===== src/rtl/fifo_rd_ctrl.sv =====
// Read-side controller of an asynchronous FIFO with a one-word registered output stage.
// Defining FIFO_RD_LEVEL_EN adds the rd_level occupancy output (words in memory, excluding dout).
module fifo_rd_ctrl #(
    parameter int ADDR_SIZE = 3,
    parameter int DATA_SIZE = 8
) (
    input  logic                 clk,
    input  logic                 rst,
    input  logic [ADDR_SIZE:0]   wptr_sync,
    input  logic [DATA_SIZE-1:0] rdata_mem,
    input  logic                 dout_ready,
    output logic [ADDR_SIZE-1:0] raddr,
    output logic [ADDR_SIZE:0]   rptr,
    output logic                 empty,
    output logic [DATA_SIZE-1:0] dout,
    output logic                 dout_valid
`ifdef FIFO_RD_LEVEL_EN
    ,
    output logic [ADDR_SIZE:0]   rd_level
`endif
);

    logic [ADDR_SIZE:0]   r_rbin;
    logic [ADDR_SIZE:0]   r_rptr;
    logic                 r_empty;
    logic [DATA_SIZE-1:0] r_dout;
    logic                 r_dout_valid;

    logic                 w_pop;
    logic [ADDR_SIZE:0]   w_rbin_next;
    logic [ADDR_SIZE:0]   w_rgray_next;

    // Pop refills the output stage when it is free or being drained this cycle.
    assign w_pop        = !rst && !r_empty && (!r_dout_valid || dout_ready);
    assign w_rbin_next  = r_rbin + {{ADDR_SIZE{1'b0}}, w_pop};
    assign w_rgray_next = w_rbin_next ^ (w_rbin_next >> 1);

    always_ff @(posedge clk) begin
        if (rst) begin
            r_rbin       <= '0;
            r_rptr       <= '0;
            r_empty      <= 1'b1;
            r_dout       <= '0;
            r_dout_valid <= 1'b0;
        end else begin
            r_rbin  <= w_rbin_next;
            r_rptr  <= w_rgray_next;
            r_empty <= (w_rgray_next == wptr_sync);
            if (w_pop) begin
                r_dout <= rdata_mem;
            end
            if (w_pop) begin
                r_dout_valid <= 1'b1;
            end else if (dout_ready) begin
                r_dout_valid <= 1'b0;
            end
        end
    end

    assign raddr      = r_rbin[ADDR_SIZE-1:0];
    assign rptr       = r_rptr;
    assign empty      = r_empty;
    assign dout       = r_dout;
    assign dout_valid = r_dout_valid;

`ifdef FIFO_RD_LEVEL_EN
    logic [ADDR_SIZE:0] r_rd_level;
    logic [ADDR_SIZE:0] w_wbin;

    function automatic logic [ADDR_SIZE:0] gray2bin(input logic [ADDR_SIZE:0] g);
        logic [ADDR_SIZE:0] b;
        b[ADDR_SIZE] = g[ADDR_SIZE];
        for (int i = ADDR_SIZE - 1; i >= 0; i--) begin
            b[i] = b[i+1] ^ g[i];
        end
        return b;
    endfunction

    assign w_wbin = gray2bin(wptr_sync);

    always_ff @(posedge clk) begin
        if (rst) begin
            r_rd_level <= '0;
        end else begin
            r_rd_level <= w_wbin - w_rbin_next;
        end
    end

    assign rd_level = r_rd_level;
`endif

endmodule


===== config.mk =====
export PLATFORM = sky130hd
export DESIGN_NAME = fifo_rd_ctrl
export DESIGN_NICKNAME = d
export VERILOG_FILES = /design/src/rtl/fifo_rd_ctrl.sv
export SDC_FILE = /design/constraint.sdc
export NUM_CORES = 1
export LEC_CHECK = 0
export CAP_MARGIN = 20
export CORE_MARGIN = 3
export CORE_UTILIZATION = 27
export DETAILED_ROUTE_END_ITERATION = 6
export MAX_ROUTING_LAYER = met4
export PLACE_DENSITY = 0.56
export SLEW_MARGIN = 20
export SYNTH_ARGS = -nofsm -noshare
export SYNTH_HDL_FRONTEND = slang
export SYNTH_SLANG_ARGS = --single-unit

===== constraint.sdc =====
create_clock -name clk -period 3.91 [get_ports clk]
set_clock_uncertainty 0.1 [all_clocks]
set_input_delay 0.782 -clock clk [delete_from_list [all_inputs] [get_ports clk]]
set_output_delay 0.782 -clock clk [all_outputs]
set_load 0.01 [all_outputs]

==> impl_results.md <==
* Largest net degree at the start of global routing at 18
* P_leak at ~0.4 nW
* Die Ht at 57.2 um
* DR WL/cell at 10.9 um
* Port-buffer cells at 31
* Crit path arrival time at 2.69 ns
* Cells after synthesis at 72
* Largest family of logic cells by synthesized area: simple AND/OR/NAND/NOR gates
* Power density over the cells at between 300 and 400 nW/um2
* Fillers at 252
* Post-route insts no fill at 135
* Diode count at 0
* Crit Path Category: in2reg
* # DRC at 0
* Met3 wire len at around 140 um
* Uppermost layer routed: met3
* CTS resizes at 0
* Vias in the first global route at 580
* Synth Area in XOR/XNOR at 14.5%
* Number of max-cap violations at 0
* Final min period at 2.56 ns
* Crit path launch type: input port
* Initial core utilization at between 30% and 40%
* Period utilization at 65.4%
* Final wirelength at ~1500 um
* Core area at between 2000 and 2500 um2
* # rows at 17
* Share of the synthesized area in the top cell type at 48.1%
* Die area at 3270 um2
* Post-synthesis adder-cell area fraction at 3.54%
* DRT antenna net count at 0
* Clock Latency Late Sink at 0.28 ns
* Number of register bits inferred by synthesis at 17
* Total number of vias at 569
* Ys Warns at 0
* Post-CTS setup buffer count at 0
* Clock buffer depth at 2
* Synth Flop Type: dfxtp_1
* Worst Hold Class: reg2reg
* Worst setup margin at 1.35 ns
* Critical R2R Capture: empty
* Worst hold start: dout[1]
* Routability cong. at 0.773
* M1 WL at 695 um
* R2R depth at 8
* Fin area at 1090 um2
* Relative slew slack at roughly 84%
* Share of cells above drive strength 1 at about a tenth
* Netlist cell types at 19
* Cell with the most instances after synthesis: dfxtp_1
* Max VDD drop at 0.156 mV
* Nets@finish at 125
* Compound-cell area share of the yosys netlist at 8.50%
* Synth top area cells: dfxtp_1, nand2b_1, xnor2_1, o21ai_1, nor2b_1
* CTS tree: built
* Synthesized area per cell at ~10 um2
* Die width at roughly 57 um
* All-Layer GR Usage at 10.4%
* Gr ovfl total at 0
* I/O pin total at 32
* Setup Viol. Count Final at 0
* Clk sinks at 17
* Antenna violations before repair at 0
* Final Hold Fails at 0
* Fin util at 46.4%
* Simple-Gate Fraction of Synth Area at between 20% and 30%
* First-pass GRT wire length at 2590 um
* Asr flop ratio synth at 0%
* DP Area at between 1000 and 1500 um2
* Worst reg2reg setup slack at 1.90 ns
* Met2 WL at roughly 650 um
* Leading area contributor after synthesis: dfxtp_1
* Post-synthesis sequential area ratio at between 40% and 50%
* Num CTS Buffers at 3
* Pre-CTS setup slack at between 1 and 1.5 ns
* Worst Path Max Fanout at 3
* Slew Viols, Final at 0
* Syn-to-layout area delta at 53.6%
* Iteration-0 DRC Markers at 9
* Placed cell count at 131
* # H-tree levels at 1
* Worst Tran Pin Value at between 0.2 and 0.25 ns
* Synthesized area at 707 um2
* Root Buffer: clkbuf_4
* Number of synthesized flops with an enable pin at 0
* CTS clk-pin slew, worst paths at 0.10 ns
* Setup TNS at 0 ns
* Origin of the critical flop-to-flop path: dout_valid
* First drt pass iteration count at 2
* CP endpoint kind: register
* Via density at 4.21
* Post-synth top cells: dfxtp_1, nand2_1, nand2b_1, o21ai_1, nor2b_1
* Net Count, Synth at 89
* Mux share of post-synthesis cell area at 1.42%
* Worst Hold Endpoint: dout[1]
* Status: completed
* HPWL after detailed placement at 1150 um
* Post-CTS Hold Buffers at 0
* F_max at 391 MHz
* WP data required at 4.05 ns
* RSZ-0062 raised after global routing: no
* WHS Path Cells at 2
-- power breakdown --
part / total [W] / switching, W / leakage (nW) / internal, W
Sequential: 0.000190 / 0.00000585 / 0.140 / 0.000184
Clock: 0.0000943 / 0.0000555 / 0.0139 / 0.0000388
Combinational: 0.0000744 / 0.0000279 / 0.258 / 0.0000464
-- cell usage in the layout (no fill, tap or decap), types with 2 or more instances in the layout --
cell type,Yosys,layout
clkbuf_4,0,3
nor2_1,4,4
nor2b_1,6,6
xor2_1,3,3
buf_4,1,2
clkdlybuf4s50_1,0,31
dfxtp_1,17,17
ha_1,2,2
xnor2_1,5,5
nand2_1,9,9
o21ai_1,8,8
nand2b_1,8,8
-- critical path, stage by stage --
cell,delay [ns]
clkdlybuf4s50_1,0.46
nor2b_1,0.06
nor3_2,0.15
ha_1,0.25
ha_1,0.24
xor2_2,0.22
xnor2_1,0.16
mux2i_1,0.22
a31o_1,0.15
-- per-layer routing --
| layer | track usage, % | vias up |
|---|---|---|
| met4 | 4.97 | 0 |
| met5 | - | - |
| met1 | 12.9 | 248 |
| li1 | - | 298 |
| met3 | 3.39 | 0 |
| met2 | 15.3 | 23 |
-- how the worst max path moves through the flow --
stage	cells after the start	slack, ns	startpoint	to
2_1_floorplan	9	1.32	dout_ready	empty
3_3_place_gp	9	1.04	dout_ready	empty
3_5_place_dp	9	1.04	dout_ready	empty
4_1_cts	9	1.34	dout_ready	empty
5_1_grt	9	1.20	dout_ready	empty
6_report	9	1.35	dout_ready	empty
-- flip-flops by register name, indices dropped and copies added, names as in the netlist --
| register | count |
|---|---|
| dout | 8 |
| dout_valid | 1 |
| empty | 1 |
| r_rbin | 4 |
| rptr | 3 |
-- kinds of logic after synthesis --
logic type,after synthesis
AOI/OAI and AO/OA,10
xor gates and xnor gates,10
adders and majority gates,2
buffers and inverters,2
DFF,17
muxes,1
and+or+nand+nor,30
-- stage by stage --
stage               total power [W]  hold WS [ns]
floorplan                  0.000227         0.386
global placement           0.000269         0.351
detailed placement         0.000270         0.362
CTS                        0.000368         0.377
global route               0.000384         0.394
finish                     0.000359         0.369
-- cell type report --
cell class,instances,area [um2],area share [%]
clock buffer,3,22.5,2.07
timing repair buffer,33,325,30.0
sequential,17,340,31.3
tap,28,35.0,3.23
multi-input combinational,53,355,32.7
clock inverter,1,7.51,0.691
(Power assumes the default switching activity.)
